## src/rtl/ysyx_22050854_clint_pkg.sv

```systemverilog
// Shared definitions for the CLINT and the other memory-mapped slaves on the
// LSU side: bus field widths, CLINT register offsets and small helpers.
package ysyx_22050854_clint_pkg;

  // Bus request/response field widths, reused by every MMIO slave.
  localparam int BUS_ADDR_W = 64;
  localparam int BUS_DATA_W = 64;
  localparam int BUS_STRB_W = BUS_DATA_W / 8;

  // Default CLINT window and register offsets inside it.
  localparam logic [63:0] CLINT_BASE         = 64'h0000_0000_0200_0000;
  localparam logic [63:0] CLINT_MSIP_OFF     = 64'h0000_0000_0000_0000;
  localparam logic [63:0] CLINT_MTIMECMP_OFF = 64'h0000_0000_0000_4000;
  localparam logic [63:0] CLINT_MTIME_OFF    = 64'h0000_0000_0000_BFF8;

  // mtimecmp resets to all-ones so the timer cannot fire before software
  // programs it.
  localparam logic [63:0] CLINT_MTIMECMP_RST = 64'hFFFF_FFFF_FFFF_FFFF;

  // Register selected by one bus access.
  typedef enum logic [1:0] {
    SEL_NONE     = 2'd0,
    SEL_MSIP     = 2'd1,
    SEL_MTIMECMP = 2'd2,
    SEL_MTIME    = 2'd3
  } clint_sel_e;

  // Expand per-byte write strobes into a per-bit mask.
  function automatic logic [BUS_DATA_W-1:0] strb_to_mask(
    input logic [BUS_STRB_W-1:0] strb
  );
    logic [BUS_DATA_W-1:0] mask;
    mask = '0;
    for (int i = 0; i < BUS_STRB_W; i++) begin
      mask[i*8 +: 8] = {8{strb[i]}};
    end
    return mask;
  endfunction

  // Map a window offset to a register; misaligned or unmapped -> SEL_NONE.
  function automatic clint_sel_e clint_decode(
    input logic [63:0] offset,
    input logic [2:0]  addr_lo
  );
    clint_sel_e sel;
    if (addr_lo != 3'd0) begin
      sel = SEL_NONE;
    end else if (offset == CLINT_MSIP_OFF) begin
      sel = SEL_MSIP;
    end else if (offset == CLINT_MTIMECMP_OFF) begin
      sel = SEL_MTIMECMP;
    end else if (offset == CLINT_MTIME_OFF) begin
      sel = SEL_MTIME;
    end else begin
      sel = SEL_NONE;
    end
    return sel;
  endfunction

endpackage

```

## src/rtl/ysyx_22050854_byte_merge.sv

```systemverilog
// Byte-granular write merge: bytes with a set strobe take the write data,
// the others keep the old value.
module ysyx_22050854_byte_merge
  import ysyx_22050854_clint_pkg::*;
(
  input  logic [BUS_DATA_W-1:0] old_data,
  input  logic [BUS_DATA_W-1:0] wdata,
  input  logic [BUS_STRB_W-1:0] wstrb,
  output logic [BUS_DATA_W-1:0] new_data
);

  logic [BUS_DATA_W-1:0] mask_s;

  // Build the bit mask and blend old and new data through it.
  always_comb begin
    mask_s   = strb_to_mask(wstrb);
    new_data = (old_data & ~mask_s) | (wdata & mask_s);
  end

endmodule

```

## src/rtl/ysyx_22050854_clint.sv

```systemverilog
// Core-local interruptor: mtime/mtimecmp/msip behind a valid/ready bus port
// with a one-entry response buffer and fixed one-cycle response latency.
module ysyx_22050854_clint
  import ysyx_22050854_clint_pkg::*;
#(
  parameter logic [63:0] BASE_ADDR = CLINT_BASE,
  parameter int          TICK_DIV  = 1
) (
  input  logic                  clock,
  input  logic                  reset,
  input  logic                  req_valid,
  output logic                  req_ready,
  input  logic [BUS_ADDR_W-1:0] req_addr,
  input  logic                  req_wen,
  input  logic [BUS_DATA_W-1:0] req_wdata,
  input  logic [BUS_STRB_W-1:0] req_wstrb,
  output logic                  resp_valid,
  input  logic                  resp_ready,
  output logic [BUS_DATA_W-1:0] resp_rdata,
  output logic                  resp_err,
  output logic                  mtime_bigger_mtimecmp,
  output logic                  msip
);

  localparam logic [15:0] TICK_LAST = 16'(TICK_DIV - 1);

  logic [63:0] mtime_r;
  logic [63:0] mtimecmp_r;
  logic        msip_r;
  logic [15:0] presc_r;
  logic        resp_valid_r;
  logic        resp_err_r;
  logic [63:0] resp_rdata_r;

  logic        accept_s;
  logic        wr_s;
  logic        tick_s;
  logic [63:0] offset_s;
  clint_sel_e  sel_s;
  logic [63:0] lookup_s;
  logic [63:0] resp_data_s;
  logic [63:0] mtime_inc_s;
  logic [63:0] mtime_merged_s;
  logic [63:0] mtimecmp_merged_s;

  assign req_ready   = !resp_valid_r || resp_ready;
  assign accept_s    = req_valid && req_ready;
  assign wr_s        = accept_s && req_wen;
  assign offset_s    = req_addr - BASE_ADDR;
  assign tick_s      = (presc_r == TICK_LAST);
  assign mtime_inc_s = tick_s ? (mtime_r + 64'd1) : mtime_r;

  // Decode the access and pick the read data; writes and errors return 0.
  always_comb begin
    sel_s = clint_decode(offset_s, req_addr[2:0]);
    case (sel_s)
      SEL_MSIP:     lookup_s = {63'd0, msip_r};
      SEL_MTIMECMP: lookup_s = mtimecmp_r;
      SEL_MTIME:    lookup_s = mtime_r;
      default:      lookup_s = 64'd0;
    endcase
    if (req_wen) begin
      resp_data_s = 64'd0;
    end else begin
      resp_data_s = lookup_s;
    end
  end

  // A write to mtime lands on top of this cycle's incremented value, so
  // unwritten bytes still advance.
  ysyx_22050854_byte_merge u_mtime_merge (
    .old_data (mtime_inc_s),
    .wdata    (req_wdata),
    .wstrb    (req_wstrb),
    .new_data (mtime_merged_s)
  );

  ysyx_22050854_byte_merge u_mtimecmp_merge (
    .old_data (mtimecmp_r),
    .wdata    (req_wdata),
    .wstrb    (req_wstrb),
    .new_data (mtimecmp_merged_s)
  );

  // Prescaler and mtime: advance on prescaler wrap, bus writes take priority.
  always_ff @(posedge clock or negedge reset) begin
    if (!reset) begin
      presc_r <= 16'd0;
      mtime_r <= 64'd0;
    end else begin
      presc_r <= tick_s ? 16'd0 : (presc_r + 16'd1);
      if (wr_s && (sel_s == SEL_MTIME)) begin
        mtime_r <= mtime_merged_s;
      end else begin
        mtime_r <= mtime_inc_s;
      end
    end
  end

  // mtimecmp and msip software-visible registers.
  always_ff @(posedge clock or negedge reset) begin
    if (!reset) begin
      mtimecmp_r <= CLINT_MTIMECMP_RST;
      msip_r     <= 1'b0;
    end else begin
      if (wr_s && (sel_s == SEL_MTIMECMP)) begin
        mtimecmp_r <= mtimecmp_merged_s;
      end
      if (wr_s && (sel_s == SEL_MSIP) && req_wstrb[0]) begin
        msip_r <= req_wdata[0];
      end
    end
  end

  // One-entry response buffer: load on accept, clear once consumed.
  always_ff @(posedge clock or negedge reset) begin
    if (!reset) begin
      resp_valid_r <= 1'b0;
      resp_err_r   <= 1'b0;
      resp_rdata_r <= 64'd0;
    end else if (accept_s) begin
      resp_valid_r <= 1'b1;
      resp_err_r   <= (sel_s == SEL_NONE);
      resp_rdata_r <= resp_data_s;
    end else if (resp_ready) begin
      resp_valid_r <= 1'b0;
      resp_err_r   <= 1'b0;
      resp_rdata_r <= 64'd0;
    end
  end

  assign resp_valid            = resp_valid_r;
  assign resp_err              = resp_err_r;
  assign resp_rdata            = resp_rdata_r;
  assign mtime_bigger_mtimecmp = (mtime_r >= mtimecmp_r);
  assign msip                  = msip_r;

endmodule

```

## config.mk

```make
export PLATFORM = sky130hd
export DESIGN_NAME = ysyx_22050854_clint
export DESIGN_NICKNAME = d
export VERILOG_FILES = /design/src/rtl/ysyx_22050854_clint_pkg.sv /design/src/rtl/ysyx_22050854_byte_merge.sv /design/src/rtl/ysyx_22050854_clint.sv
export SDC_FILE = /design/constraint.sdc
export NUM_CORES = 1
export LEC_CHECK = 0
export CORE_MARGIN = 2
export CORE_UTILIZATION = 60
export CTS_BUF_LIST = sky130_fd_sc_hd__clkbuf_2 sky130_fd_sc_hd__clkbuf_4 sky130_fd_sc_hd__clkbuf_8
export DETAILED_ROUTE_END_ITERATION = 10
export GPL_TIMING_DRIVEN = 0
export PLACE_DENSITY = 0.85
export SLEW_MARGIN = 20
export SYNTH_ARGS = -nofsm -noshare
export SYNTH_HDL_FRONTEND = slang
export SYNTH_SLANG_ARGS = --single-unit
```

## constraint.sdc

```tcl
create_clock -name clock -period 6.3 [get_ports clock]
set_input_delay 0.63 -clock clock [delete_from_list [all_inputs] [get_ports clock]]
set_output_delay 0.63 -clock clock [all_outputs]
set_load 0.02 [all_outputs]
```

==> key figures, run 1 <==
Global route
  – Total Routing Usage GR: between 30 and 40%
  – Vias in the first global route: about 12000
  – First-pass GRT wire length: 60500 um
  – Initial antenna violation count: 2
  – Grt ovf: 0
  – Largest net degree at the start of global routing: just under 90

Critical path
  – Startpoint types: register
  – Cell Chain, Critical Path: inv_1, ha_1, nand3_1, or4_1, or4_1, a211oi_1, or4_1, a21oi_1, o211ai_1, clkdlybuf4s50_1
  – R2r worst-path depth: 9
  – Critical Path Max Stage Delay: roughly 0.66 ns
  – CP Class: register to output pin
  – Critical Path End Type: output pin
  – Worst-path maximum fanout: 3
  – R2R Path Start: presc_r[0]$_DFF_PN0_
  – Worst Path Required: ~5.7 ns
  – End of the worst register-to-register path: mtime_r[49]$_DFF_PN0_
  – Critical Path AT: about 4.2 ns
  – Slowest cell on crit path: clkdlybuf4s50_1
  – Cell mode on critical path: or4_1
  – Reg2reg setup slack: 2.58 ns

Run
  – Maxcap violations: 0

Drt
  – Via count: roughly 12000
  – Vias per cell: slightly above 6
  – Drt first pass iters: 7
  – 1st-iter DRT viols: 1064
  – Wirelength per Cell: 20.0 um
  – Total wire length: 37600 um
  – Antenna Violating Nets Remaining: 0
  – DRC viols: 0

CTS
  – CTS tree: yes
  – Root buffer cell: clkbuf_8
  – Clock Path Buffers: 3
  – Total CTS buffers: 37
  – Post-cts repair resize count: 0
  – Skew-Pair Late Insertion Delay: approximately 0.54 ns
  – Sink Count: 211
  – Max H-tree Level: 2
  – Reg clk slew, reported paths: 0.06 ns

Synthesis
  – Mapped Area: ~13000 um^2
  – Top-count cell post-synth: dfrtp_1
  – Top cells by area, synth: dfrtp_1 (28%), dfstp_2 (13%), ha_1 (6.5%)
  – Syn_area_per_cell: between 10 and 15 um^2
  – Async SR Flop Fraction: 100%
  – Post-synth EDFFs: 0
  – Register area share after synthesis: between 40% and 50%
  – Mapped Nets: 1527
  – Distinct cells, synth: 61
  – Register bit total from synthesis: about 210
  – Ys flop type: dfrtp_1
  – Mapped Cells: ~1300
  – Top cell type's share of synthesized area: 27.9%
  – Area leader, netlist: dfrtp_1
  – Syn. warnings: 0
  – Most frequent cells after synthesis: dfrtp_1 (147), inv_1 (138), nor4_1 (95), xnor2_1 (81), and2_1 (69)

Run status
  – Status: finished, final reports clean

Power and ir drop
  – Comb pwr share: under 10%
  – Int Power: roughly 2.2 mW
  – Part of the power in registers: ~47%
  – Pwr Total: about 2.9 mW
  – Psw: 0.686 mW
  – Net Sw Frac: 23.7%
  – Clock power frac: a little under half
  – VDD IR max: between 0.0001 and 0.00015 V
  – P_leak: about 6.8 nW
  – Power Dens Cells: 176 nW/um^2

Die
  – Width of the die: 152 um
  – Core Box Area: 21700 um^2
  – Initial Utilization: between 60% and 70%
  – Total number of placement rows: 54
  – I/O pins: 210
  – Die area: between 20000 and 25000 um^2
  – Die span in y: roughly 150 um

Timing
  – Setup_tns: 0 ns
  – Final worst setup slack: between 1 and 1.5 ns
  – Slew headroom: 19.8%
  – Worst-Margin Slew: between 1 and 1.5 ns
  – RSZ-0062 raised after global routing: no
  – Slew Viols, Final: 0
  – Achievable clock frequency: about 210 MHz
  – Min Clock Period, post-route: about 4.9 ns
  – Worst clock skew: roughly 0.026 ns
  – Hold Violations, Final: 0
  – # setup viols final: 0
  – Period utilization: between 70% and 80%

Final layout
  – Layout Cells excl Fill: approximately 1900
  – Share of layout cells above drive strength 1: 16.7%
  – Layout Nets: 1779
  – P&R area growth vs syn: 25.2%
  – Layout Utilization: roughly three quarters

Placement
  – IO buf count: 209
  – Dpl cells: 1810
  – RD Place Congestion: between 0.9 and 1
  – Worst slack, placed: about 1.7 ns
  – DP HPWL: 28100 um

Worst hold path
  – Hold path endpoint: presc_r[15]$_DFF_PN0_
  – Hold path depth: 1
  – Launch point of the worst hold path: presc_r[15]$_DFF_PN0_
  – Min-delay worst type: register to register
==> kinds of logic after synthesis <==
kind of cell               synth area share [%]
AOI/OAI and AO/OA                          9.07
xor gates and xnor gates                   5.58
adders and majority gates                  6.45
buffers and inverters                      6.16
DFF                                        40.7
muxes                                      11.7
and+or+nand+nor                            20.4
==> routing by layer <==
layer	GRT usage, %	up-vias	part of all wire (%)
met1	41.3	5576	40
met4	12.8	0	3.8
met3	6.74	115	8.4
met2	53.5	612	48
li1	-	5262	-
met5	0	-	0
==> power groups by stage <==
stage          registers, mW  logic (mW)  clock network, mW
2_1_floorplan           1.38      0.0447                  0
3_3_place_gp            1.38       0.199                  0
3_5_place_dp            1.38       0.207                  0
4_1_cts                 1.36       0.208               1.34
5_1_grt                 1.36       0.223               1.40
6_report                1.36       0.208               1.33
==> placed cells by master, fill, tap and decap left out, types with 60 or more instances in the layout <==
cell / instances
clkdlybuf4s50_1: 208
dfrtp_1: 147
inv_1: 138
nor4_1: 93
xnor2_1: 81
and2_1: 69
ha_1: 68
mux2_2: 65
a31oi_1: 64
dfstp_2: 64
o21ai_1: 60
==> layout make-up <==
class	count	area (um^2)
antenna	2	5.00
sequential	211	5360
fill	1483	5180
tap	280	350
buffer	64	294
inverter	138	518
timing repair buffer	213	2170
multi-input combinational	905	7030
clock buffer	63	754
clock inverter	5	27.5
==> what timing repair did <==
action / 4_1_cts / 5_1_grt
endpoints found under the hold margin: 16 / 0
setup buffers: 0 / 0
hold buffers: 1 / 0
==> worst max-delay path: cells and delay by family, from the launching register on <==
family                     cells  cell delay (ns)
and+or+nand+nor                4             1.54
buffers and inverters          2             0.72
AOI/OAI and AO/OA              3             0.60
DFF                            1             0.54
adders and majority gates      1             0.29
==> stage by stage <==
| stage | instance area [um^2] | hold slack (ns) |
|---|---|---|
| 2_1_floorplan | 13200 | 0.334 |
| 3_3_place_gp | 15600 | 0.464 |
| 3_5_place_dp | 15700 | 0.482 |
| 4_1_cts | 16500 | 0.495 |
| 5_1_grt | 16500 | 0.518 |
| 6_report | 16500 | 0.494 |
==> how the worst max path moves through the flow <==
stage	depth (start not counted)	startpoint	to
floorplan	9	register	mtime_bigger_mtimecmp
global placement	1	reset	resp_rdata[49]$_DFFE_PN0P_
detailed placement	13	req_addr[26]	resp_rdata[53]$_DFFE_PN0P_
CTS	10	register	mtime_bigger_mtimecmp
global route	10	register	mtime_bigger_mtimecmp
finish	10	register	mtime_bigger_mtimecmp
(Power assumes the default switching activity.)
==> inputs of run 2 (changes only) <==
--- a/config.mk
+++ b/config.mk
@@ -6,11 +6,11 @@
 export NUM_CORES = 1
 export LEC_CHECK = 0
 export CORE_MARGIN = 2
-export CORE_UTILIZATION = 60
+export CORE_UTILIZATION = 51
 export CTS_BUF_LIST = sky130_fd_sc_hd__clkbuf_2 sky130_fd_sc_hd__clkbuf_4 sky130_fd_sc_hd__clkbuf_8
 export DETAILED_ROUTE_END_ITERATION = 10
 export GPL_TIMING_DRIVEN = 0
-export PLACE_DENSITY = 0.85
+export PLACE_DENSITY = 0.77
 export SLEW_MARGIN = 20
 export SYNTH_ARGS = -nofsm -noshare
 export SYNTH_HDL_FRONTEND = slang
==> constraint.sdc (replaced) <==
create_clock -name clock -period 4.21 [get_ports clock]
set_input_delay 0.421 -clock clock [delete_from_list [all_inputs] [get_ports clock]]
set_output_delay 0.421 -clock clock [all_outputs]
set_load 0.02 [all_outputs]
==> run 2 against run 1 <==
- sequential cell count stayed put
- critical endpoint unchanged
- sequential power rose by 50%
- total power up 54%
- sequential share of layout area down 0.25 points
- clock skew rose by 0.013 ns
- first-iteration DRC count down 16%
- largest cell class unchanged
==> key figures, run 2 (synthesis gave the netlist of run 1 again) <==
Power and ir drop
  – Pwr Total: 4.45 mW (+54%)
  – VDD IR max: 0.000211 V (+53%)
  – P_leak: 6.78 nW (+0.31%)
  – Power Dens Cells: 268 nW/um^2 (+52%)

Global route
  – Vias in the first global route: 11344 (-2.0%)
  – Grt ovf: 0 (unchanged)
  – Total Routing Usage GR: 27.9% (-4.2 points)
  – Largest net degree at the start of global routing: 102 (+17%)
  – First-pass GRT wire length: 59300 um (-2.1%)
  – Initial antenna violation count: 4 (+2)

Die
  – Die area: 27200 um^2 (+17%)
  – I/O pins: 210 (unchanged)
  – Core Box Area: 25300 um^2 (+16%)
  – Width of the die: 165 um (+8.2%)
  – Initial Utilization: 52.2% (-8.6 points)
  – Die span in y: 165 um (+8.2%)
  – Total number of placement rows: 58 (+7.4%)

Critical path
  – End of the worst register-to-register path: mtime_r[50]$_DFF_PN0_
  – Slowest cell on crit path: or4_4
  – Worst Path Required: 3.79 ns (-1.88 ns)
  – Critical Path Max Stage Delay: 0.60 ns (-0.06 ns)
  – R2r worst-path depth: 8 (-1)
  – Critical Path End Type: output pin
  – Cell mode on critical path: or4_1
  – R2R Path Start: mtime_r[13]$_DFF_PN0_
  – Cell Chain, Critical Path: inv_1, ha_1, nand3_1, or4_4, or4_1, a211oi_2, or4_1, a21oi_1, o211ai_1, buf_2
  – Worst-path maximum fanout: 3 (unchanged)
  – Startpoint types: register
  – Critical Path AT: 3.67 ns (-0.55 ns)
  – Setup crit end: mtime_bigger_mtimecmp
  – CP Class: register to output pin
  – Reg2reg setup slack: 0.55 ns (-2.03 ns)

Timing
  – Min Clock Period, post-route: about 4 ns
  – # setup viols final: 0 (unchanged)
  – Period utilization: 97.1%
  – Slew headroom: 42.7% (+23 points)
  – Slew Viols, Final: 0 (unchanged)
  – Hold_ws: 0.293 ns (-0.201 ns)
  – Worst-Margin Slew: 0.851 ns (-0.343 ns)
  – Achievable clock frequency: between 200 and 250 MHz
  – Worst clock skew: 0.0385 ns (+0.0128 ns)
  – RSZ-0062 raised after global routing: no
  – Hold Violations, Final: 0 (unchanged)

CTS
  – Root buffer cell: clkbuf_8
  – Clock Path Buffers: 3 (unchanged)
  – CTS tree: yes
  – Total CTS buffers: 38 (+2.7%)
  – Skew-Pair Late Insertion Delay: 0.54 ns (about the same)
  – Reg clk slew, reported paths: 0.06 ns (about the same)
  – Max H-tree Level: 2 (unchanged)
  – Sink Count: 211 (unchanged)
  – Setup Buffers After CTS: 0 (unchanged)

Placement
  – IO buf count: 209 (unchanged)
  – RD Place Congestion: 0.920 (-1.3%)
  – DP HPWL: 28300 um (+0.80%)

Drt
  – Vias per cell: 5.86 (-4.8%)
  – Total wire length: 37700 um (about the same)
  – DRC viols: 0 (unchanged)
  – Drt first pass iters: 5 (-2)
  – Via count: 11314 (-2.2%)
  – Wirelength per Cell: 19.5 um (-2.6%)
  – Antenna Violating Nets Remaining: 0 (unchanged)
  – 1st-iter DRT viols: 896 (-16%)

Final layout
  – # fillers: 2049 (+38%)
  – Share of layout cells above drive strength 1: 16.9% (+0.25 points)
  – Commonest cells after routing, fill and taps aside: clkdlybuf4s50_1 (207), dfrtp_1 (147), inv_1 (138), nor4_1 (93), xnor2_1 (81)
  – Area of the multi-input gates: 7040 um^2 (+0.20%)
  – Layout Nets: 1780 (+0.056%)
  – P&R area growth vs syn: 26.2%
  – Commonest non-fill, non-tap cell in the layout: clkdlybuf4s50_1
  – Seq. cell area: 5360 um^2 (unchanged)

Run
  – Maxcap violations: 0 (unchanged)

Run status
  – Status: finished, final reports clean

Worst hold path
  – Min-delay worst type: input pin to asynchronous set/reset pin
## run 2: cell count changes in the layout (fill, tap and decap cells not counted), sizes merged
cell / delta
clkinv: -1
clkbuf: -2
inv: +1
bufinv: +2
buf: +1
diode: +1
clkdlybuf4s50: -1
## run 2: worst min path at each step
| stage | startpoint | end | cells past startpoint |
|---|---|---|---|
| after floorplan | reset | msip$_DFFE_PN0P_ | 0 |
| after global placement | presc_r[15]$_DFF_PN0_ | presc_r[15]$_DFF_PN0_ | 1 |
| after detailed placement | reset | mtime_r[10]$_DFF_PN0_ | 1 |
| after CTS | reset | mtime_r[10]$_DFF_PN0_ | 2 |
| after global routing | reset | mtime_r[10]$_DFF_PN0_ | 2 |
| final | reset | mtime_r[10]$_DFF_PN0_ | 2 |
## run 2: where the power goes
part | switching (mW) | internal (mW)
registers | 0.00180 | 2.03
logic | 0.160 | 0.150
clock network | 0.861 | 1.25
## run 2: timing repair
item | CTS | global route
gates resized for setup | 5 | 1
setup endpoints to repair | 1 | 1
hold endpoints to repair | 12 | 0
pin swaps | 1 | 0
hold buffers | 1 | 0
## run 2: area by class of cell
| cell class | count | share of cell area [%] |
|---|---|---|
| clock buffers | 61 | 4.48 |
| multi-input cells | 905 | 42.3 |
| clock inverters | 7 | 0.549 |
| well taps | 330 | 2.48 |
| flip-flops and latches | 211 | 32.2 |
| plain buffers | 64 | 1.77 |
| inverters | 138 | 3.11 |
| diodes | 3 | 0.0451 |
| repair buffers | 213 | 13.0 |
## run 2: per-layer routing
layer | vias to the layer above | wire length [um] | track usage, %
met2 | 437 | 18100 | 46.6
met1 | 5529 | 15900 | 36.7
met3 | 77 | 2680 | 5.65
met4 | 0 | 983 | 8.74
li1 | 5271 | - | -
met5 | - | 0 | 0
## run 2: critical path, delay by kind of cell, from the launching register on
| family | cells | cell delay [ns] |
|---|---|---|
| DFF | 1 | 0.53 |
| adders and majority gates | 1 | 0.30 |
| and+or+nand+nor | 4 | 1.51 |
| AOI/OAI and AO/OA | 3 | 0.52 |
| buffers and inverters | 2 | 0.27 |
## run 2: through the flow
step                instances  area (um^2)  TNS (ns)  util (%)  setup WS (ns)
finish                   1932        16600         0      65.9          0.123
CTS                      1929        16600         0      65.8        0.00103
floorplan                1318        13200         0         -           1.09
global route             1931        16600         0      65.8        0.00504
global placement         1857        15700  -1113.30      62.1          -6.11
detailed placement       1860        15800     -4.66      62.4         -0.189
==> inputs of run 3 (changes only) <==
--- a/config.mk
+++ b/config.mk
@@ -6,11 +6,12 @@
 export NUM_CORES = 1
 export LEC_CHECK = 0
 export CORE_MARGIN = 2
-export CORE_UTILIZATION = 51
+export CORE_UTILIZATION = 60
 export CTS_BUF_LIST = sky130_fd_sc_hd__clkbuf_2 sky130_fd_sc_hd__clkbuf_4 sky130_fd_sc_hd__clkbuf_8
 export DETAILED_ROUTE_END_ITERATION = 10
 export GPL_TIMING_DRIVEN = 0
-export PLACE_DENSITY = 0.77
+export PLACE_DENSITY = 0.85
+export SKIP_LAST_GASP = 1
 export SLEW_MARGIN = 20
 export SYNTH_ARGS = -nofsm -noshare
 export SYNTH_HDL_FRONTEND = slang
==> constraint.sdc (replaced) <==
create_clock -name clock -period 4.94 [get_ports clock]
set_input_delay 0.494 -clock clock [delete_from_list [all_inputs] [get_ports clock]]
set_output_delay 0.494 -clock clock [all_outputs]
set_load 0.02 [all_outputs]
==> results of run 3 <==
The final DEF is identical to that of run 1. Status: finished, final reports clean.
Main changes from that run: setup slack after placement 1.68 ns -> 0.453 ns; setup slack after layout 1.45 ns -> 0.223 ns; hold slack 0.494 ns -> 0.426 ns; register-to-register setup slack 2.58 ns -> 1.22 ns; total power 2.90 mW -> 3.70 mW; worst IR drop on VDD 0.000138 V -> 0.000176 V
